==> src/rtl/gba_bw_bank_streamer.sv <==
// gba_bw_bank_streamer
// Walks one 1-bit-per-pixel image bank from address 0 to DEPTH-1. Each byte
// is expanded MSB first into RGB565 pixels, and each pixel is sent as two
// bytes (high byte first) on a valid/ready byte stream.
//
// Ports:
//   clk, resetn        clock, asynchronous active-low reset
//   start              begin a bank run (honoured only when idle)
//   busy, done         run in progress / one-cycle end-of-run pulse
//   rd_en, rd_addr     one-cycle read strobe and address to the bank
//   rd_data, rd_valid  bank read return; data taken only while waiting
//   tx_data, tx_valid  pixel byte stream to the SPI byte engine
//   tx_ready           SPI engine accepts the byte
//   dbg_state          current FSM state (IDLE=0 FETCH=1 WAIT=2 EMIT=3 DONE=4)
//
// Handshake: a byte transfers on a rising edge where tx_valid and tx_ready
// are both high. Once tx_valid rises, it and tx_data hold until that
// transfer; tx_valid never depends on tx_ready.
module gba_bw_bank_streamer #(
  parameter int          DEPTH    = 512,
  parameter int          ADDR_W   = 9,
  parameter logic [15:0] FG_COLOR = 16'h0000,
  parameter logic [15:0] BG_COLOR = 16'hFFFF
) (
  input  logic              clk,
  input  logic              resetn,
  input  logic              start,
  output logic              busy,
  output logic              done,
  output logic              rd_en,
  output logic [ADDR_W-1:0] rd_addr,
  input  logic [7:0]        rd_data,
  input  logic              rd_valid,
  output logic [7:0]        tx_data,
  output logic              tx_valid,
  input  logic              tx_ready,
  output logic [2:0]        dbg_state
);

  typedef enum logic [2:0] {
    S_IDLE  = 3'd0,
    S_FETCH = 3'd1,
    S_WAIT  = 3'd2,
    S_EMIT  = 3'd3,
    S_DONE  = 3'd4
  } state_t;

  localparam logic [ADDR_W-1:0] LAST_ADDR = ADDR_W'(DEPTH - 1);

  state_t            state_q, state_n;
  logic [ADDR_W-1:0] addr_q, addr_n;
  logic [7:0]        shreg_q, shreg_n;
  logic [2:0]        bit_q, bit_n;
  logic              half_q, half_n;
  logic              hs;
  logic [15:0]       color_n;
  logic [7:0]        byte_n;

  // tx_valid is only ever high in EMIT, so this is the EMIT handshake.
  assign hs = tx_valid & tx_ready;

  always_comb begin
    state_n = state_q;
    addr_n  = addr_q;
    shreg_n = shreg_q;
    bit_n   = bit_q;
    half_n  = half_q;
    case (state_q)
      S_IDLE: begin
        addr_n = '0;
        if (start) state_n = S_FETCH;
      end
      S_FETCH: state_n = S_WAIT;
      S_WAIT: begin
        if (rd_valid) begin
          shreg_n = rd_data;
          bit_n   = 3'd0;
          half_n  = 1'b0;
          state_n = S_EMIT;
        end
      end
      S_EMIT: begin
        if (hs) begin
          if (!half_q) begin
            half_n = 1'b1;
          end else begin
            half_n  = 1'b0;
            shreg_n = {shreg_q[6:0], 1'b0};
            bit_n   = bit_q + 3'd1;
            if (bit_q == 3'd7) begin
              if (addr_q == LAST_ADDR) begin
                state_n = S_DONE;
              end else begin
                addr_n  = addr_q + 1'b1;
                state_n = S_FETCH;
              end
            end
          end
        end
      end
      S_DONE: begin
        addr_n  = '0;
        state_n = S_IDLE;
      end
      default: state_n = S_IDLE;
    endcase
  end

  // Outputs are registered from next-state values so they line up with the
  // state they describe without any combinational path to the ports.
  assign color_n = shreg_n[7] ? BG_COLOR : FG_COLOR;
  assign byte_n  = half_n ? color_n[7:0] : color_n[15:8];

  always_ff @(posedge clk or negedge resetn) begin
    if (!resetn) begin
      state_q  <= S_IDLE;
      addr_q   <= '0;
      shreg_q  <= 8'h00;
      bit_q    <= 3'd0;
      half_q   <= 1'b0;
      rd_en    <= 1'b0;
      tx_valid <= 1'b0;
      tx_data  <= 8'h00;
      busy     <= 1'b0;
      done     <= 1'b0;
    end else begin
      state_q  <= state_n;
      addr_q   <= addr_n;
      shreg_q  <= shreg_n;
      bit_q    <= bit_n;
      half_q   <= half_n;
      rd_en    <= (state_n == S_FETCH);
      tx_valid <= (state_n == S_EMIT);
      tx_data  <= (state_n == S_EMIT) ? byte_n : 8'h00;
      busy     <= (state_n == S_FETCH) || (state_n == S_WAIT) || (state_n == S_EMIT);
      done     <= (state_n == S_DONE);
    end
  end

  assign rd_addr   = addr_q;
  assign dbg_state = state_q;

endmodule

==> config.mk <==
export PLATFORM = sky130hd
export DESIGN_NAME = gba_bw_bank_streamer
export DESIGN_NICKNAME = d
export VERILOG_FILES = /design/src/rtl/gba_bw_bank_streamer.sv
export SDC_FILE = /design/constraint.sdc
export NUM_CORES = 1
export LEC_CHECK = 0
export ABC_AREA = 1
export BUFFER_PORTS_ARGS = -buffer_cell sky130_fd_sc_hd__buf_2
export CAP_MARGIN = 40
export CORE_MARGIN = 5
export CORE_UTILIZATION = 52
export CTS_CLUSTER_SIZE = 30
export DETAILED_ROUTE_END_ITERATION = 10
export PLACE_DENSITY_LB_ADDON = 0.3
export SLEW_MARGIN = 10
export SYNTH_ARGS = -nofsm -noshare
export SYNTH_HDL_FRONTEND = slang
export SYNTH_SLANG_ARGS = --single-unit
==> constraint.sdc <==
create_clock -name clk -period 2 [get_ports clk]
set_input_delay 0.3 -clock clk [delete_from_list [all_inputs] [get_ports clk]]
set_output_delay 0.3 -clock clk [all_outputs]
set_load 0.05 [all_outputs]
* After elaboration in Yosys (flattened, before gate mapping)
Index checks and enable logic that the tools add are counted.
** Storage, ports and cells
- Output and inout port bits :: 24
- Bits of input ports :: 13
- Word-level logic and storage cells :: 64
- Bits in registers :: 36
** Cells by class
- Add/subtract/negate cells :: 2
- Eq/ne operators :: 15
- Reduce and logical (&&, ||, !) cells :: 8
- Bitwise gates (word level) :: 1
- Muxes and demuxes :: 27
** Operators with widths (count)
- 8-bit 2-to-1 mux :: 5
- 9-bit 2-to-1 mux :: 4
- 3-bit 2-to-1 mux :: 9
- 9-bit one-hot mux with 2 select lines :: 1
- 16-bit 2-to-1 mux :: 1
- 8-bit one-hot mux with 2 select lines :: 1
- 3-bit by 2-bit == test with 1-bit output, second input constant :: 4
- 3-bit one-hot mux with 4 select lines :: 1
- 2-bit != test, second input constant :: 5
- 9-bit by 1-bit adder with 9-bit output, second input constant :: 1
- 3-bit == test, second input constant :: 3
- 9-bit == test, second input constant :: 1
- 3-bit by 1-bit == test with 1-bit output, second input constant :: 2
- 3-bit one-hot mux with 2 select lines :: 1
- 5-bit AND reduction :: 1
- 4-bit AND reduction :: 1
- 2-bit nonzero test :: 2
- 3-bit by 1-bit adder with 3-bit output, second input constant :: 1
- 3-bit logical NOT :: 1
- 1-bit 2-to-1 mux :: 3
- 1-bit logical OR :: 2
- 1-bit one-hot mux with 2 select lines :: 1
- 2-bit OR reduction :: 1
- 1-bit bitwise AND :: 1

* Logic depth before layout (Yosys ltp)
Gate-level depths: netlist of run 1.
- Depth in word-level cells :: 9
- Depth in mapped cells :: 11
- Gate-level depth less buffers :: 11

* Worst setup path before layout of run 1
No wires, ideal clock.
- Path kind :: register -> register
- Start point :: register addr_q[0] (netlist: rd_addr[0])
- End point :: register addr_q[2] (netlist: rd_addr[2])
- Setup time :: 76 ps
- Path slack :: 1 ps
- Clock period less this slack :: 1999 ps
- Data arrival time :: 1923 ps
- Required time :: 1924 ps
- Buffers on the path :: 1
- Cell stages (with the launch flop) :: 12
- Path through :: dfrtp_1 > ha_1 > nand3_1 > nor4_1 > ha_1 > nor2_1 > nand2_1 > nand2_2 > nand2_4 > buf_6 > nand2_1 > o21ai_1
** Between the ends
- Cells in the longest elaborated chain, start to end :: 6
- Elaborated cells on any way between the ends :: 9
- Classes of those cells :: add/sub: 1; eq/ne: 2; mux: 5; reduce/logical: 1
** Ends and longest elaborated chain
- start, declared :: line 51 : logic [ADDR_W-1:0] addr_q, addr_n;
- start signal, assigned :: line 128 : addr_q <= addr_n;
- 9-bit by 1-bit adder with 9-bit output :: line 94 : addr_n = addr_q + 1'b1;
- 9-bit 2-to-1 mux :: line 91 : if (addr_q == LAST_ADDR) begin
- 9-bit 2-to-1 mux :: line 90 : if (bit_q == 3'd7) begin
- 9-bit 2-to-1 mux :: line 84 : if (!half_q) begin
- 9-bit 2-to-1 mux :: line 83 : if (hs) begin
- 9-bit one-hot mux with 2 select lines :: line 68 : case (state_q)
Parallel ways exist; a longest one is shown, timed or not. The select of a mux whose other input is x is not followed.
A chain may end at the register's enable or synchronous reset.

* Worst setup path after layout of run 1
- Start point :: register addr_q[0] (netlist: rd_addr[0])
- End point :: register addr_q[4] (netlist: rd_addr[4])
The elaborated chain is that of the path after synthesis.

==> results of run 1 <==
synthesized netlist by cell type:
library cell  count
or2_2             1
nand3_1          34
xor2_1            2
nor4_1            1
a21oi_1           2
buf_6             1
o21ai_1           5
inv_1            17
o211ai_1          1
dfrtp_1          29
buf_4             7
nor2_2            3
o21bai_1          1
nor3_1            1
ha_1              4
nand2_1          46
o21ai_0           5
nor2_1           14
nor2_4            2
inv_2             3
nand2_4           1
nand4_1           1
nand2_2           3
buf_2             2
timing repair:
action,in CTS,in global routing
setup endpoints to repair,0,7
setup buffers,0,1
gates resized for setup,0,3
final timing paths:
| path | to | slack [ns] | depth (start not counted) |
|---|---|---|---|
| hold reg to reg | shreg_q[0] | 0.48 | 2 |
| min in group clk | shreg_q[0] | 0.20 | 3 |
| hold / removal | rd_addr[3] | -0.02 | 1 |
| setup / recovery | rd_addr[4] | 0.19 | 11 |
| max in group asynchronous | shreg_q[2] | 1.58 | 1 |
| setup reg to reg | rd_addr[4] | 0.19 | 11 |
cells by family after synthesis:
kind of cell | Yosys count | share of synthesized area
AO/OA/AOI/OAI | 14 | 0.0498
XOR/XNOR | 2 | 0.0116
adder cells (fa/ha/maj) | 4 | 0.0332
buffers and inverters | 30 | 0.0988
flip-flops | 29 | 0.481
AND/OR/NAND/NOR | 107 | 0.325
registers in the layout (all words and copies together), names as in the netlist:
name       count
tx_valid       1
bit_q          3
busy           1
shreg_q        8
dbg_state      3
done           1
rd_addr        9
rd_en          1
tx_data        1
half_q         1
per-layer routing:
metal | vias to the layer above | wire, um | GRT usage
met1 | 633 | 1270 | 0.197
met4 | 0 | 102 | 0.0961
met5 | - | 0 | 0
li1 | 656 | - | -
met2 | 38 | 1820 | 0.327
met3 | 11 | 175 | 0.0630
power by group through the flow:
stage               logic [mW]  registers (mW)  clock network [mW]
finish                    1.07           0.818               0.369
global route              1.16           0.845               0.412
CTS                       1.08           0.819               0.376
detailed placement        1.07           0.831                   0
global placement          1.05           0.818                   0
floorplan                0.810           0.952                   0
final cells by class:
| type | instances | area share |
|---|---|---|
| clock buffer | 7 | 0.0319 |
| inverter | 20 | 0.0435 |
| multi-input combinational | 127 | 0.373 |
| sequential | 29 | 0.420 |
| tap | 31 | 0.0225 |
| timing repair buffer | 37 | 0.109 |
worst max-delay path, stage by stage (launching register included):
cell	delay, ns
dfrtp_1	0.41
ha_2	0.22
nand3_1	0.11
nor4_2	0.19
ha_2	0.24
nor2_1	0.05
nand2_1	0.08
nand2_2	0.08
nand2_4	0.16
inv_1	0.07
nand2_1	0.06
nand2_1	0.04
==> impl_metrics.env, run 1 <==
export IMPL_synth_nets=203
export IMPL_worstMarginPinSlew_ns=0.665
export IMPL_leakage_nw=0.969
export IMPL_clockRootBuffer="clkbuf_4"
export IMPL_htree_levels=2
export IMPL_syn_inst=186
export IMPL_viasPerCell=5.33
export IMPL_die_h_um=63.8
export IMPL_timing_final_hold_violations=15
export IMPL_syn2layout_area_growth_pct=14.5
export IMPL_ys_seq_area_frac=0.481
export IMPL_final_area_mm2=0.00173
export IMPL_grt_pass1_vias=1372
export IMPL_fin_worst_hold_slack_ns=-0.0153
export IMPL_clkSlewWorstSetupHoldPaths_ns=0.09
export IMPL_cts_buffers=5
export IMPL_intPower_mw=1.14
export IMPL_nets=237
export IMPL_io_pins=37
export IMPL_cts_tree="built"
export IMPL_postCtsHoldBufs=0
export IMPL_start_util=0.547
export IMPL_fp_dieArea_mm2=0.00408
export IMPL_dpl_cell_count=243
export IMPL_clkPwrFrac=0.164
export IMPL_status="complete, but fails checks"
export IMPL_mostFrequentLayoutCells="46 x nand2_1, 36 x buf_2, 34 x nand3_1, 29 x dfrtp_1, 17 x inv_1"
export IMPL_clk_path_buf_depth=2
export IMPL_syn_area_per_cell_um2=8.11
export IMPL_yosys_warnings=0
export IMPL_core_mm2=0.00276
export IMPL_hp_class="in -> async"
export IMPL_synth_top_area_frac=0.481
export IMPL_drc=0
export IMPL_overflow=0
export IMPL_worstSkewPairLatency_ns=0.33
export IMPL_setup_viol=0
export IMPL_path_max_fanout=17
export IMPL_power_density_mw_per_mm2=1310
export IMPL_seqCellArea_um2=726
export IMPL_slew_headroom=0.557
export IMPL_drt_iter0_markers=78
export IMPL_dr_pass1_iters=4
export IMPL_cp_arrival_ns=2.05
export IMPL_placed_area_mm2=0.00165
export IMPL_drive_above_1_share=0.268
export IMPL_violations="hold timing"
export IMPL_peakVddDrop_v=0.00138
export IMPL_cap_violations=0
export IMPL_path_class="reg -> reg"
export IMPL_antenna_found_initial=0
export IMPL_fmax_mhz=552
export IMPL_cp_start_kind="flip-flop"
export IMPL_final_util=0.626
export IMPL_via_count=1338
export IMPL_wl_per_cell_um=13.4
export IMPL_power_mw=2.25
export IMPL_p_sw_frac=0.492
export IMPL_synth_distinct_cells=24
export IMPL_reg2reg_from="rd_addr[0]"
export IMPL_grt_usage=0.187
export IMPL_skew_ns=0.0101
export IMPL_combPwrFrac=0.473
export IMPL_dp_hpwl_um=2380
export IMPL_final_setup_tns_ns=0
export IMPL_grt_max_degree=30
export IMPL_place_congestion=0.846
export IMPL_multi_input_area_um2=644
export IMPL_io_buffers=36
export IMPL_dp_slack_ns=0.177
export IMPL_endpoint_kind="flip-flop"
export IMPL_power_frac_seq=0.363
export IMPL_final_cell_count_no_fill=251
export IMPL_final_common_cell="nand2_1"
export IMPL_startpoint="rd_addr[0]"
export IMPL_ant_nets=0
export IMPL_wirelength_um=3370
export IMPL_required_ns=2.24
export IMPL_n_antenna_cell=0
export IMPL_period_needed_ns=1.81
export IMPL_fill_cells=242
export IMPL_fin_crit_sh=0.906
export IMPL_synth_seq_cells=29
export IMPL_p_switching_mw=1.11
export IMPL_synth_largest_area_cell="dfrtp_1"
export IMPL_core_rowCount=19
export IMPL_die_w_um=63.8
export IMPL_grt_pass1_wl_um=6060
export IMPL_maxSlewViolCount=0
export IMPL_cts_sinks=29
export IMPL_netlist_top_cells_area="dfrtp_1 48%, nand2_1 11%, nand3_1 11%"
export IMPL_setup_slack_ns=0.189
export IMPL_synth_cell_area_mm2=0.00151
No activity file was read; power rests on OpenSTA's default activity.
==> run 2: changes to the inputs <==
CORE_UTILIZATION = 40   (was 52)
PLACE_DENSITY = 0.66   (was not set)
PLACE_DENSITY_LB_ADDON = not set   (was 0.3)
==> run 2 against run 1 <==
The flow now finishes without violations. Flip-flop and latch count unchanged. Sequential power barely moved. Critical path depth unchanged. Worst setup slack improved by 0.034 ns. Final area is 2.8% higher. First-iteration DRC count decreased by 5.1%. Clock skew decreased by 0.0078 ns. Sequential share of layout area down 1.2 points. Via count is 6.1% lower. Global-route usage decreased by 5.8 points. Critical endpoint unchanged.
==> impl_metrics.env, run 2 (synthesized netlist as in run 1, its figures left out) <==
export IMPL_fill_cells=357
export IMPL_cp_arrival_ns=1.94
export IMPL_cpLargestDelayFamily="simple AND/OR/NAND/NOR gates"
export IMPL_drt_iter0_markers=74
export IMPL_skew_ns=0.00230
export IMPL_core_mm2=0.00366
export IMPL_cts_sinks=29
export IMPL_setup_viol=0
export IMPL_largest_reg_flops=9
export IMPL_n_antenna_cell=0
export IMPL_io_pins=37
export IMPL_path_max_fanout=17
export IMPL_clkSlewWorstSetupHoldPaths_ns=0.06
export IMPL_fmax_mhz=563
export IMPL_required_ns=2.16
export IMPL_syn2layout_area_growth_pct=17.8
export IMPL_core_rowCount=22
export IMPL_rr_endpoint="rd_addr[4]"
export IMPL_r2r_cells=11
export IMPL_start_util=0.412
export IMPL_reg2reg_from="rd_addr[0]"
export IMPL_cp_slowest_cell="dfrtp_1"
export IMPL_period_needed_ns=1.78
export IMPL_grt_pass1_wl_um=5190
export IMPL_drc=0
export IMPL_power_mw=2.37
export IMPL_met1_length_um=1430
export IMPL_endpoint_kind="flip-flop"
export IMPL_power_density_mw_per_mm2=1340
export IMPL_final_cell_count_no_fill=269
export IMPL_status="finished, final reports clean"
export IMPL_worstSkewPairLatency_ns=0.27
export IMPL_postCtsHoldBufs=0
export IMPL_final_area_mm2=0.00178
export IMPL_dp_hpwl_um=2270
export IMPL_grt_usage=0.128
export IMPL_slew_headroom=0.565
export IMPL_critical_path_max_stage_delay_ns=0.40
export IMPL_path_cells="ha_1 -> nand3_1 -> nor4_1 -> ha_1 -> nor2_1 -> nand2_1 -> nand2_2 -> nand2_4 -> inv_1 -> nand2_1 -> nand2_1"
export IMPL_cts_tree="built"
export IMPL_grt_max_degree=30
export IMPL_post_cts_resized=0
export IMPL_place_congestion=0.838
export IMPL_path_class="reg -> reg"
export IMPL_multi_input_area_um2=633
export IMPL_reg2reg_setup_slack_ns=0.22
export IMPL_maxSlewViolCount=0
export IMPL_die_w_um=71.4
export IMPL_placed_area_mm2=0.00169
export IMPL_cp_start_kind="flip-flop"
export IMPL_postCtsSetupBuffers=0
export IMPL_worstMarginPinSlew_ns=0.652
export IMPL_wl_per_cell_um=11.4
export IMPL_wirelength_um=3070
export IMPL_mostFrequentLayoutCells="46 x nand2_1, 36 x buf_2, 34 x nand3_1, 29 x dfrtp_1, 17 x inv_1"
export IMPL_antenna_found_initial=0
export IMPL_viasPerCell=4.67
export IMPL_final_common_cell="nand2_1"
export IMPL_cts_buffers=5
export IMPL_die_h_um=71.4
export IMPL_dr_max_layer_used="met4"
export IMPL_cap_violations=0
export IMPL_wl_met3_um=200
export IMPL_clk_path_buf_depth=2
export IMPL_fin_crit_sh=0.888
export IMPL_crit_top_cell="nand2_1"
export IMPL_io_buffers=36
export IMPL_dr_pass1_iters=4
export IMPL_overflow=0
export IMPL_htree_levels=2
export IMPL_wl_met2_um=1380
export IMPL_dpl_cell_count=262
export IMPL_crit_buf_inv=1
export IMPL_rsz0062_at_grt="no"
export IMPL_peakVddDrop_v=0.000525
export IMPL_via_count=1257
export IMPL_seqCellArea_um2=726
export IMPL_leakage_nw=0.992
export IMPL_timing_final_hold_violations=0
export IMPL_hp_class="in -> async"
export IMPL_nets=238
export IMPL_grt_pass1_vias=1149
export IMPL_clockRootBuffer="clkbuf_8"
export IMPL_final_setup_tns_ns=0
export IMPL_ant_nets=0
export IMPL_drive_above_1_share=0.258
export IMPL_fp_dieArea_mm2=0.00510
## run 2: changes by cell type in the layout (fill, tap and decap cells not counted), sizes merged
cell,previous run,this run
buf,37,38
## run 2: area by class of cell
class	instances	share of cell area
tap	48	0.0338
multi-input combinational	127	0.357
timing repair buffer	38	0.110
clock buffer	7	0.0486
sequential	29	0.409
inverter	20	0.0423
## run 2: worst max-delay path by stage
| stage | from | endpoint | slack, ns | cells past startpoint |
|---|---|---|---|---|
| after floorplan | rd_addr[0] | rd_addr[2] | 0.0006 | 11 |
| after global placement | rd_addr[0] | rd_addr[3] | 0.30 | 11 |
| after detailed placement | rd_addr[0] | rd_addr[4] | 0.23 | 11 |
| after CTS | rd_addr[0] | rd_addr[4] | 0.22 | 11 |
| after global routing | rd_addr[0] | rd_addr[4] | 0.03 | 11 |
| final | rd_addr[0] | rd_addr[4] | 0.22 | 11 |
## run 2: metrics by stage
| step | setup WS [ns] | hold WS [ns] | utilization |
|---|---|---|---|
| detailed placement | 0.227 | 0.370 | 0.461 |
| global placement | 0.297 | 0.364 | 0.461 |
| finish | 0.223 | 0.0499 | 0.485 |
| CTS | 0.216 | 0.0736 | 0.485 |
| global route | 0.0273 | 0.115 | 0.485 |
| floorplan | 0.000577 | 0.00441 | - |
## run 2: worst reg2reg max path, cell delays in order (launching register included)
cell     delay [ns]
dfrtp_1        0.40
ha_1           0.23
nand3_1        0.10
nor4_1         0.19
ha_1           0.21
nor2_1         0.05
nand2_1        0.07
nand2_2        0.06
nand2_4        0.16
inv_1          0.08
nand2_1        0.06
nand2_1        0.05
## run 2: layer usage
layer	vias to the layer above	global-route usage
met3	7	0.0351
met5	-	0
met4	0	0.0564
met1	557	0.171
li1	664	-
met2	29	0.195
## run 2: where the power goes
| part | total (mW) | internal [mW] | switching, mW |
|---|---|---|---|
| Clock | 0.473 | 0.272 | 0.201 |
| Sequential | 0.817 | 0.720 | 0.0969 |
| Combinational | 1.08 | 0.279 | 0.803 |
==> run 3: changes to the inputs <==
CORE_UTILIZATION = 46   (was 40)
PLACE_DENSITY = 0.73   (was 0.66)
==> run 3 against run 2 <==
The flow now finishes with violations (hold timing). Global-route usage rose by 2.6 points. Sequential share of layout area increased by 0.67 points. Clock-buffer cell count unchanged. Utilization increased by 7.8 points. Die area decreased by 11%. Worst setup slack gained 0.0075 ns.
==> impl_metrics.env, run 3 (synthesized netlist as in run 1, its figures left out) <==
export IMPL_endpoint_kind="flip-flop"
export IMPL_mostFrequentLayoutCells="46 x nand2_1, 36 x buf_2, 34 x nand3_1, 29 x dfrtp_1, 17 x inv_1"
export IMPL_r2r_cells=11
export IMPL_worstMarginPinSlew_ns=0.625
export IMPL_antenna_found_initial=0
export IMPL_period_needed_ns=1.77
export IMPL_cp_num_cells=11
export IMPL_p_switching_mw=1.09
export IMPL_wl_per_cell_um=11.5
export IMPL_worstSkewPairLatency_ns=0.32
export IMPL_place_congestion=0.769
export IMPL_nets=239
export IMPL_intPower_mw=1.16
export IMPL_p_sw_frac=0.484
export IMPL_setup_viol=0
export IMPL_leakage_nw=0.985
export IMPL_clk_path_buf_depth=2
export IMPL_final_setup_tns_ns=0
export IMPL_clockRootBuffer="clkbuf_4"
export IMPL_grt_pass1_wl_um=5320
export IMPL_cap_violations=0
export IMPL_timing_final_hold_violations=16
export IMPL_fin_crit_sh=0.885
export IMPL_cp_arrival_ns=1.98
export IMPL_dr_pass1_iters=4
export IMPL_met1_length_um=1550
export IMPL_path_max_fanout=17
export IMPL_grt_usage=0.154
export IMPL_viasPerCell=4.78
export IMPL_required_ns=2.21
export IMPL_start_util=0.486
export IMPL_path_class="reg -> reg"
export IMPL_largest_reg_flops=9
export IMPL_fin_worst_hold_slack_ns=-0.0177
export IMPL_critical_path_max_stage_delay_ns=0.42
export IMPL_core_rowCount=20
export IMPL_rsz0062_at_grt="no"
export IMPL_dp_hpwl_um=2260
export IMPL_syn2layout_area_growth_pct=15.9
export IMPL_crit_buf_inv=1
export IMPL_fp_dieArea_mm2=0.00452
export IMPL_status="complete, but fails checks"
export IMPL_violations="hold timing"
export IMPL_via_count=1271
export IMPL_n_antenna_cell=0
export IMPL_overflow=0
export IMPL_postCtsHoldBufs=0
export IMPL_power_mw=2.25
export IMPL_power_frac_seq=0.362
export IMPL_slew_headroom=0.583
export IMPL_core_mm2=0.00310
export IMPL_reg2reg_from="rd_addr[0]"
export IMPL_cp_start_kind="flip-flop"
export IMPL_grt_pass1_vias=1210
export IMPL_path_cells="ha_1 -> nand3_1 -> nor4_1 -> ha_1 -> nor2_1 -> nand2_1 -> nand2_2 -> nand2_4 -> inv_1 -> nand2_1 -> nand2_1"
export IMPL_drive_above_1_share=0.261
export IMPL_post_cts_resized=0
export IMPL_cpLargestDelayFamily="simple AND/OR/NAND/NOR gates"
export IMPL_dr_max_layer_used="met4"
export IMPL_peakVddDrop_v=0.000449
export IMPL_wl_met2_um=1270
export IMPL_die_w_um=67.3
export IMPL_crit_top_cell="nand2_1"
export IMPL_wl_met3_um=200
export IMPL_clkPwrFrac=0.157
export IMPL_cts_sinks=29
export IMPL_die_h_um=67.3
export IMPL_fmax_mhz=565
export IMPL_grt_max_degree=30
export IMPL_htree_levels=2
export IMPL_ant_nets=0
export IMPL_io_pins=37
export IMPL_hp_class="in -> async"
export IMPL_startpoint="rd_addr[0]"
export IMPL_cts_tree="built"
export IMPL_cts_buffers=5
export IMPL_power_density_mw_per_mm2=1290
export IMPL_postCtsSetupBuffers=0
export IMPL_combPwrFrac=0.481
export IMPL_skew_ns=0.0101
export IMPL_clkSlewWorstSetupHoldPaths_ns=0.09
export IMPL_drt_iter0_markers=80
export IMPL_io_buffers=36
export IMPL_drc=0
export IMPL_wirelength_um=3060
export IMPL_maxSlewViolCount=0
export IMPL_final_common_cell="nand2_1"
export IMPL_cp_slowest_cell="dfrtp_1"
-- run 3: changes by cell type in the layout (fill, tap and decap cells not counted), sizes merged --
cell / before / now
buf: 38 / 39
-- run 3: path summary, 6_finish.rpt --
| kind | end | slack (ns) |
|---|---|---|
| max | rd_addr[4] | 0.23 |
| min | shreg_q[5] | -0.02 |
| max reg2reg | rd_addr[4] | 0.23 |
| min reg2reg | bit_q[1] | 0.48 |
| max in group asynchronous | bit_q[0] | 1.60 |
| min in group clk | shreg_q[2] | 0.22 |
-- run 3: final cells by class --
| cell class | count | area [um2] |
|---|---|---|
| Sequential cell | 29 | 726 |
| Clock buffer | 7 | 55.1 |
| Timing Repair Buffer | 39 | 203 |
| Multi-Input combinational cell | 127 | 633 |
| Tap cell | 44 | 55.1 |
| Fill cell | 307 | 1360 |
| Inverter | 20 | 75.1 |
-- run 3: stage by stage --
stage                     instances  setup slack, ns  utilization  area, um2
after floorplan                 186         0.000577            -       1510
after global placement          259            0.299        0.545       1690
after detailed placement        259            0.225        0.545       1690
after CTS                       266            0.199        0.563       1750
after global routing            266           0.0191        0.563       1750
final                           266            0.231        0.563       1750
-- run 3: power by group through the flow --
stage	Clock (mW)	Combinational, mW	Sequential, mW
after global routing	0.397	1.18	0.840
after global placement	0	1.08	0.822
after CTS	0.367	1.10	0.818
after detailed placement	0	1.10	0.829
after floorplan	0	0.810	0.952
final	0.353	1.08	0.816
-- run 3: per-layer routing --
layer  GRT usage  vias up
li1            -      665
met1       0.208      569
met2       0.234       31
met3      0.0516        6
met4      0.0456        0
met5           0        -
